$ cat config.mk
export PLATFORM = sky130hd
export DESIGN_NAME = fifo_frame_reader
export DESIGN_NICKNAME = d
export VERILOG_FILES = /design/src/rtl/fifo_frame_reader.sv
export SDC_FILE = /design/constraint.sdc
export NUM_CORES = 1
export LEC_CHECK = 0
export BUFFER_PORTS_ARGS = -buffer_cell sky130_fd_sc_hd__clkbuf_2
export CAP_MARGIN = 20
export CORE_UTILIZATION = 50
export CTS_BUF_LIST = sky130_fd_sc_hd__clkbuf_4
export DETAILED_ROUTE_END_ITERATION = 12
export MAX_ROUTING_LAYER = met4
export PLACE_DENSITY = 0.69
export SYNTH_ARGS = -nofsm -noshare
export SYNTH_HDL_FRONTEND = slang
export SYNTH_SLANG_ARGS = --single-unit
$ cat constraint.sdc
create_clock -name read_clk -period 2.7 [get_ports read_clk]
set_input_delay 0.27 -clock read_clk [delete_from_list [all_inputs] [get_ports read_clk]]
set_output_delay 0.27 -clock read_clk [all_outputs]
set_load 0.02 [all_outputs]
$ cat src/rtl/fifo_frame_reader.sv
// fifo_frame_reader: drains the byte FIFO read port and decodes
// length-prefixed frames into a 2-deep valid/ready payload stream.
module fifo_frame_reader #(
    parameter int FRAME_CNT_W = 16
) (
    input  logic                   read_clk,
    input  logic                   read_rst,
    input  logic                   fifo_empty,
    input  logic [7:0]             fifo_rd_data,
    output logic                   fifo_rd_en,
    output logic [7:0]             out_data,
    output logic                   out_valid,
    input  logic                   out_ready,
    output logic                   out_last,
    output logic                   in_frame,
    output logic [FRAME_CNT_W-1:0] frame_count
);
    typedef enum logic {
        ST_LEN,
        ST_PAYLOAD
    } rx_state_e;

    rx_state_e              state_q, state_d;
    logic [8:0]             rem_q, rem_d;
    logic                   inflight_q;
    logic [1:0]             occ_q, occ_d;
    logic [1:0][7:0]        data_q, data_d;
    logic [1:0]             last_q, last_d;
    logic                   in_frame_q, in_frame_d;
    logic [FRAME_CNT_W-1:0] fcnt_q, fcnt_d;

    logic       pop;
    logic       push;
    logic       len_dec;
    logic       rd_en;
    logic       wr_hi;
    logic [2:0] fill;

    assign out_valid = (occ_q != 2'd0);
    assign pop       = out_valid && out_ready;
    assign len_dec   = inflight_q && (state_q == ST_LEN);
    assign push      = inflight_q && (state_q == ST_PAYLOAD);

    // Entries committed or already on their way, net of this cycle's pop.
    assign fill  = 3'(occ_q) + 3'(inflight_q) - 3'(pop);
    assign rd_en = !read_rst && !fifo_empty && (fill < 3'd2);

    // The incoming byte lands in slot 1 only if one entry survives the pop.
    assign wr_hi = ((occ_q - 2'(pop)) == 2'd1);

    always_comb begin
        state_d    = state_q;
        rem_d      = rem_q;
        occ_d      = occ_q;
        data_d     = data_q;
        last_d     = last_q;
        in_frame_d = in_frame_q;
        fcnt_d     = fcnt_q;

        if (pop) begin
            data_d[0] = data_q[1];
            last_d[0] = last_q[1];
            if (last_q[0]) begin
                fcnt_d     = fcnt_q + FRAME_CNT_W'(1);
                in_frame_d = 1'b0;
            end
        end

        if (len_dec) begin
            rem_d      = {(fifo_rd_data == 8'd0), fifo_rd_data};
            state_d    = ST_PAYLOAD;
            in_frame_d = 1'b1;
        end

        if (push) begin
            data_d[wr_hi] = fifo_rd_data;
            last_d[wr_hi] = (rem_q == 9'd1);
            rem_d         = rem_q - 9'd1;
            if (rem_q == 9'd1) begin
                state_d = ST_LEN;
            end
        end

        occ_d = occ_q + 2'(push) - 2'(pop);
    end

    always_ff @(posedge read_clk) begin
        if (read_rst) begin
            state_q    <= ST_LEN;
            rem_q      <= 9'd0;
            inflight_q <= 1'b0;
            occ_q      <= 2'd0;
            data_q     <= '0;
            last_q     <= 2'b00;
            in_frame_q <= 1'b0;
            fcnt_q     <= '0;
        end else begin
            state_q    <= state_d;
            rem_q      <= rem_d;
            inflight_q <= rd_en;
            occ_q      <= occ_d;
            data_q     <= data_d;
            last_q     <= last_d;
            in_frame_q <= in_frame_d;
            fcnt_q     <= fcnt_d;
        end
    end

    assign fifo_rd_en  = rd_en;
    assign out_data    = data_q[0];
    assign out_last    = last_q[0] && out_valid;
    assign in_frame    = in_frame_q;
    assign frame_count = fcnt_q;

endmodule

=== After elaboration in Yosys (flattened, before gate mapping) ===
Index checks and enable logic that the tools add are counted.
W data, S select, Z words.

* Eq/ne operators: 2
* Bitwise logic cells: 1
* Shift operators: 0
* Order comparisons: 3
* Muxes and demuxes: 18
* Add/subtract/negate cells: 7
* Reduce and logical (&&, ||, !) cells: 16
* Divide/modulo/power cells: 0
* Multipliers: 0

{| class="wikitable"
|+ Operator list
! operator !! number
|-
| $mux W8 || 3
|-
| $mux W9 || 2
|-
| $add A16 B1 Y16 const B || 1
|-
| $bwmux W16 || 1
|-
| $eq A9 B1 Y1 const B || 1
|-
| $mux W1 || 9
|-
| $sub A9 B1 Y9 const B || 1
|-
| $demux W8 S1 || 1
|-
| $logic_not A8 Y1 || 1
|-
| $reduce_bool A2 Y1 || 4
|-
| $logic_and A1 B1 Y1 || 7
|-
| $reduce_and A2 Y1 || 2
|-
| $sub A2 B1 Y2 || 2
|-
| $add A2 B1 Y3 || 1
|-
| $lt A3 B2 Y1 const B || 1
|-
| $sub A3 B1 Y3 || 1
|-
| $add A2 B1 Y2 || 1
|-
| $bwmux W2 || 1
|-
| $eq A2 B1 Y1 const B || 1
|-
| $logic_not A1 Y1 || 2
|-
| $lt A1 B2 Y1 const B || 1
|-
| $demux W1 S1 || 1
|-
| $ge A1 B1 Y1 const B || 1
|-
| $not A1 Y1 || 1
|}

* RAM bits: 0
* Word-level logic and storage cells: 57
* Input port bits: 12
* Flip-flop bits (word level): 48
* Memories kept: 0
* Bits in latches: 0
* Bits in read-only memories: 0

=== Logic depth before layout (Yosys ltp) ===
Gate-level depths: netlist of run 1.

* Word-level depth: 10
* Mapped depth: 8
* Depth with buffers taken out: 6

=== Worst setup path before layout of run 1 ===
No wires, ideal clock.

* Kind: register -> output
* Start: register inflight_q
* End: output port fifo_rd_en
* Setup slack: 0.199 ns
* Arrival time: 2.231 ns
* Cell stages (with the launch flop): 7
* Cell sequence: dfxtp_1 > clkbuf_1 > buf_1 > nand2_1 > fa_1 > xor2_1 > nor4b_1

* Longest elaborated chain between the ends: 4

{| class="wikitable"
|+ Ends and longest elaborated chain
! item !! line !! RTL
|-
| start, declared || 25 || <nowiki>logic inflight_q;</nowiki>
|-
| start signal, assigned || 100 || <nowiki>inflight_q <= rd_en;</nowiki>
|-
| $add A2 B1 Y3 || 45 || <nowiki>assign fill = 3'(occ_q) + 3'(inflight_q) - 3'(pop);</nowiki>
|-
| $sub A3 B1 Y3 || 45 ||
|-
| $lt A3 B2 Y1 || 46 || <nowiki>assign rd_en = !read_rst && !fifo_empty && (fill < 3'd2);</nowiki>
|-
| $logic_and A1 B1 Y1 || 46 ||
|-
| end, declared || 10 || <nowiki>output logic fifo_rd_en,</nowiki>
|}

No other way between the ends.

=== Worst setup path in the final report of run 1 ===
* Start: register occ_q[0]
* End: output port fifo_rd_en

* Longest elaborated chain between the ends: 5

{| class="wikitable"
|+ Ends and longest elaborated chain
! item !! line !! RTL
|-
| start, declared || 26 || <nowiki>logic [1:0] occ_q, occ_d;</nowiki>
|-
| start signal, assigned || 92 || <nowiki>occ_q <= 2'd0;</nowiki>
|-
| start signal, assigned || 101 || <nowiki>occ_q <= occ_d;</nowiki>
|-
| parallel branches: the longest is 2 deep, another holds $add A2 B1 Y3 || - ||
|-
| $sub A3 B1 Y3 * || 45 ||
|-
| $lt A3 B2 Y1 * || 46 ||
|-
| $logic_and A1 B1 Y1 * || 46 ||
|}

Every way passes the cells marked *.

==> results.sh, run 1 <==
export IMPL_initial_utilization=0.534
export IMPL_layout_nets=329
export IMPL_ys_warn_count=0
export IMPL_outcome="completed"
export IMPL_area_growth_pct=10.0
export IMPL_slew_violations=0
export IMPL_drive_gt1_frac=0.196
export IMPL_place_inst=356
export IMPL_start_kind="register"
export IMPL_synth_top_area_frac=0.402
export IMPL_place_congestion=0.791
export IMPL_cts_setup_buffers=0
export IMPL_tightest_slew_ns=0.717
export IMPL_crit_chain="nand3b_1 > nand2_1 > nand2_1 > fa_1 > xor2_1 > nor4b_1 > clkbuf_2"
export IMPL_wirelength_mm=4.95
export IMPL_finalSetupViolCount=0
export IMPL_relSlewSlack=0.521
export IMPL_power_leakage_nw=1.00
export IMPL_dp_hpwl_mm=3.42
export IMPL_syn_num_nets=299
export IMPL_synth_area_sq_um=2390
export IMPL_worstSetupEndpointType="output pin"
export IMPL_stdcell_area_sq_um=2630
export IMPL_synth_cell_types=47
export IMPL_hold_buffers=0
export IMPL_fp_row_count=24
export IMPL_yosys_top_cells_area="dfxtp_1, nor2_1, nand2_1, mux2i_1, a21oi_1"
export IMPL_ys_ff_latch=48
export IMPL_place_area_sq_um=2580
export IMPL_core_sq_um=4470
export IMPL_clock_sinks=48
export IMPL_path_max_fanout=8
export IMPL_synth_edff_count=0
export IMPL_synth_flop_cell="dfxtp_1"
export IMPL_insertedDiodeCount=0
export IMPL_htree_levels=2
export IMPL_fp_dieArea_sq_um=5060
export IMPL_required_ns=2.43
export IMPL_fin_crit_ns=2.49
export IMPL_cp_common_cell="nand2_1"
export IMPL_firstDrtPassIters=6
export IMPL_clk_latency_ns=0.36
export IMPL_grt_max_degree=49
export IMPL_max_stage_delay_ns=0.40
export IMPL_global_route_overflow_total=0
export IMPL_cts_resized=0
export IMPL_fin_crit_sh=0.922
export IMPL_yosys_area_top_type="dfxtp_1"
export IMPL_rr_worst_depth=6
export IMPL_dr_total_vias=2042
export IMPL_final_setup_tns_ns=0
export IMPL_antenna_found_initial=0
export IMPL_arrival_ns=2.22
export IMPL_die_w_um=71.1
export IMPL_final_cell_mix="dfxtp_1, clkbuf_2, nor2_1"
export IMPL_cts_buffers=5
export IMPL_drt_wirelength_per_cell_um=13.6
export IMPL_track_usage=0.214
export IMPL_ir_worst_vdd_mv=0.446
export IMPL_drc=0
export IMPL_drtAntennaViolNets=0
export IMPL_grt_first_pass_wirelength_mm=8.45
export IMPL_io_pins=40
export IMPL_drt_initial_drc_count=146
export IMPL_rrSetupSlack_ns=0.42
export IMPL_fmax_mhz=402
export IMPL_final_common_cell="dfxtp_1"
export IMPL_cts_path_max_buffers=2
export IMPL_vias_per_cell=5.63
export IMPL_port_buffers=39
export IMPL_hold_path_depth=2
export IMPL_synth_avg_cell_area_sq_um=8.50
export IMPL_path_class="register to output pin"
export IMPL_synth_cells=281
export IMPL_clkSlewWorstSetupHoldPaths_ns=0.12
export IMPL_skew_ns=0.0122
export IMPL_rsz0062_at_grt="no"
export IMPL_die_h_um=71.1
export IMPL_crit_slowest_cell="dfxtp_1"
export IMPL_powerDensity_nw_per_um2=706
export IMPL_first_global_vias=1818
export IMPL_yosysSeqAreaShare=0.402
export IMPL_cts_tree="done"
export IMPL_hold_class="input port to register"
export IMPL_postSynth_asyncResetShare=0
export IMPL_finalNonFillerCells=363
export IMPL_total_power_mw=1.86
export IMPL_cap_violations=0
export IMPL_cts_root_buf="clkbuf_4"
export IMPL_hold_viol_final=0
## state kept, by name, indices dropped and copies added (netlist names)
name and count:
frame_count 16, data_q 8, inflight_q 1, in_frame 1, occ_q 2, out_data 8
last_q 2, rem_q 9, state_q 1
## routing by layer
layer / track usage / vias up / routed length (um)
met5: - / - / 0
met4: 0.0667 / 0 / 65
met3: 0.0313 / 7 / 152
met2: 0.307 / 36 / 2170
met1: 0.310 / 945 / 2560
li1: - / 1054 / -
## final timing paths
path | start | to
setup reg to reg | occ_q[0] | last_q[0]
setup / recovery | occ_q[0] | fifo_rd_en
hold reg to reg | data_q[15] | out_data[7]
hold / removal | fifo_empty | inflight_q
## cell families (layout without fill, tap and decap cells)
| kind of cell | after synthesis | in the layout | synth area share |
|---|---|---|---|
| adder cells (fa/ha/maj) | 6 | 6 | 0.0346 |
| AND/OR/NAND/NOR | 120 | 120 | 0.254 |
| flip-flops | 48 | 48 | 0.402 |
| XOR/XNOR | 11 | 11 | 0.0403 |
| AO/OA/AOI/OAI | 58 | 58 | 0.168 |
| multiplexers | 10 | 10 | 0.0419 |
| buffers and inverters | 28 | 58 | 0.0592 |
## synth_stat cells, types with 7 or more instances
| cell | number |
|---|---|
| clkbuf_1 | 7 |
| dfxtp_1 | 48 |
| a311oi_1 | 9 |
| xor2_1 | 8 |
| mux2i_1 | 10 |
| nand2_1 | 31 |
| inv_1 | 7 |
| nand3_1 | 9 |
| a21oi_1 | 17 |
| buf_4 | 9 |
| o21ai_0 | 10 |
| nor2_1 | 35 |
## per-stage QoR
stage	worst slack, ns	hold WS, ns	utilization
2_1_floorplan	0.199	0.347	-
3_5_place_dp	0.334	0.460	0.576
3_3_place_gp	0.414	0.453	0.576
6_report	0.209	0.0832	0.588
5_1_grt	0.0133	0.0793	0.588
4_1_cts	0.0460	0.0772	0.587
## power breakdown
group	leakage [nW]	switching (mW)	internal, mW
combinational	0.580	0.383	0.264
clock	0.0315	0.216	0.106
sequential	0.389	0.0963	0.792
## final cells by class
cell class	count	area, sq um
fill	420	1850
clock buffer	6	45.0
timing repair buffer	44	233
inverter	7	26.3
sequential	48	962
multi-input combinational	205	1290
tap	52	65.1
clock inverter	1	5.00
## worst max-delay path: cells and delay by family (launching register included)
kind | cells | cell delay (ns)
buffers and inverters | 1 | 0.22
xor gates and xnor gates | 1 | 0.17
DFF | 1 | 0.40
and+or+nand+nor | 4 | 0.72
adders and majority gates | 1 | 0.37
Note: power is estimated with default switching activity, not from simulation.
==> inputs of run 2 (changes only) <==
--- a/config.mk
+++ b/config.mk
@@ -12,6 +12,7 @@
 export DETAILED_ROUTE_END_ITERATION = 12
 export MAX_ROUTING_LAYER = met4
 export PLACE_DENSITY = 0.69
+export RECOVER_POWER = 50
 export SYNTH_ARGS = -nofsm -noshare
 export SYNTH_HDL_FRONTEND = slang
 export SYNTH_SLANG_ARGS = --single-unit
==> results.sh, run 2 (synthesis gave the netlist of run 1 again) <==
export IMPL_dp_hpwl_mm=3.42
export IMPL_path_max_fanout=8
export IMPL_finalSetupViolCount=0
export IMPL_antenna_found_initial=0
export IMPL_required_ns=2.43
export IMPL_fmax_mhz=403
export IMPL_layout_nets=329
export IMPL_rrSetupSlack_ns=0.43
export IMPL_drive_gt1_frac=0.106
export IMPL_first_global_vias=1818
export IMPL_cts_tree="done"
export IMPL_worstSetupEndpointType="output pin"
export IMPL_hold_viol_final=0
export IMPL_track_usage=0.214
export IMPL_cts_path_max_buffers=2
export IMPL_outcome="completed"
export IMPL_final_setup_tns_ns=0
export IMPL_crit_slowest_cell="dfxtp_1"
export IMPL_path_class="register to output pin"
export IMPL_die_h_um=71.1
export IMPL_port_buffers=39
export IMPL_whs_ns=0.0870
export IMPL_cts_root_buf="clkbuf_4"
export IMPL_initial_utilization=0.534
export IMPL_die_w_um=71.1
export IMPL_place_area_sq_um=2580
export IMPL_ir_worst_vdd_mv=0.448
export IMPL_crit_path_start="occ_q[0]"
export IMPL_drt_wirelength_per_cell_um=13.8
export IMPL_cp_common_cell="nand2_1"
export IMPL_fin_crit_ns=2.48
export IMPL_power_leakage_nw=0.905
export IMPL_reg2reg_to="last_q[0]"
export IMPL_final_cell_mix="dfxtp_1, nor2_1, nand2_1"
export IMPL_grt_first_pass_wirelength_mm=8.45
export IMPL_slew_violations=0
export IMPL_dr_total_vias=2053
export IMPL_core_sq_um=4470
export IMPL_clkSlewWorstSetupHoldPaths_ns=0.12
export IMPL_cts_buffers=5
export IMPL_rsz0062_at_grt="no"
export IMPL_firstDrtPassIters=6
export IMPL_hold_buffers=0
export IMPL_clk_latency_ns=0.36
export IMPL_wirelength_mm=5.00
export IMPL_crit_chain="nand3b_1 > nand2_1 > nand2_1 > fa_1 > xor2_1 > nor4b_1 > clkbuf_2"
export IMPL_final_common_cell="dfxtp_1"
export IMPL_relSlewSlack=0.494
export IMPL_clock_sinks=48
export IMPL_place_congestion=0.791
export IMPL_arrival_ns=2.21
export IMPL_skew_ns=0.0123
export IMPL_stdcell_area_sq_um=2580
export IMPL_tightest_slew_ns=0.758
export IMPL_grt_max_degree=49
export IMPL_max_stage_delay_ns=0.39
export IMPL_largest_register_ffs=16
export IMPL_htree_levels=2
export IMPL_io_pins=40
export IMPL_start_kind="register"
export IMPL_drtAntennaViolNets=0
export IMPL_global_route_overflow_total=0
export IMPL_rr_startpoint="occ_q[0]"
export IMPL_cap_violations=0
export IMPL_fp_row_count=24
export IMPL_fp_dieArea_sq_um=5060
export IMPL_fin_crit_sh=0.918
export IMPL_powerDensity_nw_per_um2=713
export IMPL_drt_initial_drc_count=105
export IMPL_hold_class="input port to register"
export IMPL_drc=0
export IMPL_area_growth_pct=8.12
export IMPL_insertedDiodeCount=0
export IMPL_rr_worst_depth=6
export IMPL_crit_end="fifo_rd_en"
export IMPL_vias_per_cell=5.66
## run 2: changes by cell type in the layout (fill, tap and decap cells not counted)
cell / before / now
o2111ai_1: 0 / 1
o2111ai_2: 1 / 0
buf_4: 5 / 3
clkbuf_1: 0 / 27
and2_0: 0 / 1
and2_1: 2 / 1
clkbuf_2: 39 / 14
## run 2: how the worst min path moves through the flow
stage | slack (ns) | depth (start not counted) | to | startpoint
floorplan | 0.35 | 1 | inflight_q | fifo_empty
global placement | 0.45 | 2 | inflight_q | fifo_empty
detailed placement | 0.46 | 2 | inflight_q | fifo_empty
CTS | 0.08 | 2 | inflight_q | fifo_empty
global route | 0.08 | 2 | inflight_q | fifo_empty
finish | 0.09 | 2 | inflight_q | fifo_empty
## run 2: repair_timing
item / CTS / global route
resized for setup: 0 / 1
setup buffers: 0 / 0
setup endpoints to repair: 0 / 1
endpoints found under the hold margin: 0 / 0
## run 2: layer usage
| metal | GRT usage | routed length [um] |
|---|---|---|
| met3 | 0.0313 | 148 |
| met4 | 0.0667 | 63 |
| met5 | - | 0 |
| met1 | 0.310 | 2610 |
| met2 | 0.307 | 2180 |
## run 2: final cells by class
cell class | instances | area, sq um
Tap cell | 52 | 65.1
Sequential cell | 48 | 962
Fill cell | 441 | 1890
Timing Repair Buffer | 44 | 194
Clock inverter | 1 | 5.00
Clock buffer | 6 | 45.0
Inverter | 7 | 26.3
Multi-Input combinational cell | 205 | 1290
## run 2: stage by stage
step | setup slack (ns) | cells | power [mW] | utilization
after floorplan | 0.199 | 281 | 1.40 | -
after global placement | 0.414 | 356 | 1.54 | 0.576
after detailed placement | 0.334 | 356 | 1.54 | 0.576
after CTS | 0.0460 | 363 | 1.87 | 0.587
after global routing | 0.0256 | 363 | 1.98 | 0.577
final | 0.221 | 363 | 1.84 | 0.577
## run 2: report_power, final
group | leakage [nW] | internal (mW) | total, mW | switching (mW)
logic | 0.484 | 0.251 | 0.635 | 0.384
clock network | 0.0315 | 0.106 | 0.321 | 0.215
registers | 0.389 | 0.792 | 0.886 | 0.0940
total | 0.905 | 1.15 | 1.84 | 0.693
## run 2: critical path: cells and delay by family, from the launching register on
family	cells	cell delay, ns
DFF	1	0.39
adders and majority gates	1	0.37
xor gates and xnor gates	1	0.17
buffers and inverters	1	0.22
and+or+nand+nor	4	0.71
==> inputs of run 3 (changes only) <==
--- a/config.mk
+++ b/config.mk
@@ -13,6 +13,7 @@
 export MAX_ROUTING_LAYER = met4
 export PLACE_DENSITY = 0.69
 export RECOVER_POWER = 50
+export REMOVE_ABC_BUFFERS = 1
 export SYNTH_ARGS = -nofsm -noshare
 export SYNTH_HDL_FRONTEND = slang
 export SYNTH_SLANG_ARGS = --single-unit
==> constraint.sdc (replaced) <==
create_clock -name read_clk -period 2.7 [get_ports read_clk]
set_input_delay 0.54 -clock read_clk [delete_from_list [all_inputs] [get_ports read_clk]]
set_output_delay 0.54 -clock read_clk [all_outputs]
set_load 0.02 [all_outputs]
==> results.sh, run 3 (synthesis gave the netlist of run 1 again) <==
export IMPL_cts_buffers=5
export IMPL_clock_sinks=48
export IMPL_hold_class="input port to register"
export IMPL_cap_violations=0
export IMPL_wirelength_mm=5.18
export IMPL_tightest_slew_ns=0.824
export IMPL_layout_nets=333
export IMPL_antenna_found_initial=0
export IMPL_cts_path_max_buffers=2
export IMPL_fin_crit_ns=2.57
export IMPL_area_growth_pct=11.8
export IMPL_drt_wirelength_per_cell_um=14.1
export IMPL_holdCritStartpoint="fifo_empty"
export IMPL_die_w_um=71.1
export IMPL_global_route_overflow_total=0
export IMPL_cts_root_buf="clkbuf_4"
export IMPL_power_leakage_nw=0.966
export IMPL_rr_worst_depth=7
export IMPL_dr_total_vias=2064
export IMPL_rr_startpoint="occ_q[0]"
export IMPL_drc=0
export IMPL_htree_levels=2
export IMPL_finalSetupViolCount=0
export IMPL_use_met3=0.0470
export IMPL_drtAntennaViolNets=0
export IMPL_arrival_ns=2.03
export IMPL_final_common_cell="dfxtp_1"
export IMPL_total_power_mw=2.06
export IMPL_clkSlewWorstSetupHoldPaths_ns=0.13
export IMPL_dp_hpwl_mm=3.48
export IMPL_fp_dieArea_sq_um=5060
export IMPL_largest_register_ffs=16
export IMPL_fmax_mhz=388
export IMPL_initial_utilization=0.534
export IMPL_final_core_util=0.597
export IMPL_clk_latency_ns=0.37
export IMPL_path_class="register to output pin"
export IMPL_outcome="completed"
export IMPL_hold_viol_final=0
export IMPL_firstDrtPassIters=6
export IMPL_worstSetupEndpointType="output pin"
export IMPL_grt_busiest_layer="met2"
export IMPL_met1_usage=0.308
export IMPL_reg2reg_to="last_q[0]"
export IMPL_port_buffers=39
export IMPL_p_sw_mw=0.716
export IMPL_rrSetupSlack_ns=0.45
export IMPL_drive_gt1_frac=0.137
export IMPL_whs_ns=0.345
export IMPL_stdcell_area_sq_um=2670
export IMPL_hold_end="inflight_q"
export IMPL_vias_per_cell=5.62
export IMPL_p_int_mw=1.34
export IMPL_skew_ns=0.0104
export IMPL_power_frac_seq=0.422
export IMPL_start_kind="register"
export IMPL_power_switching_share=0.348
export IMPL_clkPwrFrac=0.251
export IMPL_slew_violations=0
export IMPL_drt_initial_drc_count=176
export IMPL_place_area_sq_um=2590
export IMPL_powerDensity_nw_per_um2=771
export IMPL_combPwrFrac=0.326
export IMPL_insertedDiodeCount=0
export IMPL_ir_worst_vdd_mv=0.335
export IMPL_place_congestion=0.736
export IMPL_hold_path_depth=2
export IMPL_cts_tree="done"
export IMPL_grt_util_met2=0.347
export IMPL_fp_row_count=24
export IMPL_grt_first_pass_wirelength_mm=8.84
export IMPL_relSlewSlack=0.450
export IMPL_required_ns=2.16
export IMPL_core_sq_um=4470
export IMPL_fillCellCount=421
export IMPL_io_pins=40
export IMPL_first_global_vias=1812
export IMPL_track_usage=0.227
export IMPL_die_h_um=71.1
export IMPL_final_cell_mix="dfxtp_1, nor2_1, nand2_1"
export IMPL_path_max_fanout=6
export IMPL_fin_crit_sh=0.954
export IMPL_grt_max_degree=49
-- run 3: metal layers --
metal,up-vias,wire (um)
met5,-,0
met4,0,54
met3,6,146
met2,30,2420
met1,960,2550
li1,1068,-
-- run 3: repair_timing --
action	in CTS	in global routing
cloned	0	0
hold buffers	0	0
resized for setup	1	2
setup buffers	0	2
endpoints found under the setup margin	1	1
-- run 3: through the flow --
step                      setup slack [ns]  cells   TNS [ns]
final                                0.125    367          0
after global routing             -0.000304    367  -0.000304
after floorplan                     0.0260    260          0
after detailed placement             0.125    358          0
after CTS                           0.0448    365          0
after global placement               0.174    358          0
-- run 3: worst max path at each step --
stage	from	end	slack, ns
2_1_floorplan	occ_q[1]	fifo_rd_en	0.03
3_3_place_gp	out_ready	fifo_rd_en	0.17
3_5_place_dp	out_ready	fifo_rd_en	0.13
4_1_cts	occ_q[0]	fifo_rd_en	0.04
5_1_grt	occ_q[0]	fifo_rd_en	-0.0003
6_report	occ_q[0]	fifo_rd_en	0.13
-- run 3: power groups by stage --
stage                     Clock (mW)  Sequential, mW  Combinational [mW]
final                          0.518           0.870               0.673
after CTS                      0.534           0.870               0.683
after detailed placement           0           0.884               0.676
after global routing           0.567           0.884               0.764
after global placement             0           0.883               0.668
after floorplan                    0           0.940               0.406
-- run 3: final cells by class --
type	count	area (sq um)	area share
Clock inverter	2	60.1	0.0225
Sequential cell	48	965	0.361
Tap cell	52	65.1	0.0244
Timing Repair Buffer	48	231	0.0867
Clock buffer	5	37.5	0.0141
Multi-Input combinational cell	205	1290	0.481
Inverter	7	26.3	0.00984
-- run 3: worst max-delay path: stages (launching register included) --
cell      delay [ns]
dfxtp_4         0.39
nand3b_1        0.19
nand2_1         0.08
nand2_1         0.06
fa_1            0.37
xor2_1          0.16
nor4b_1         0.22
buf_2           0.21
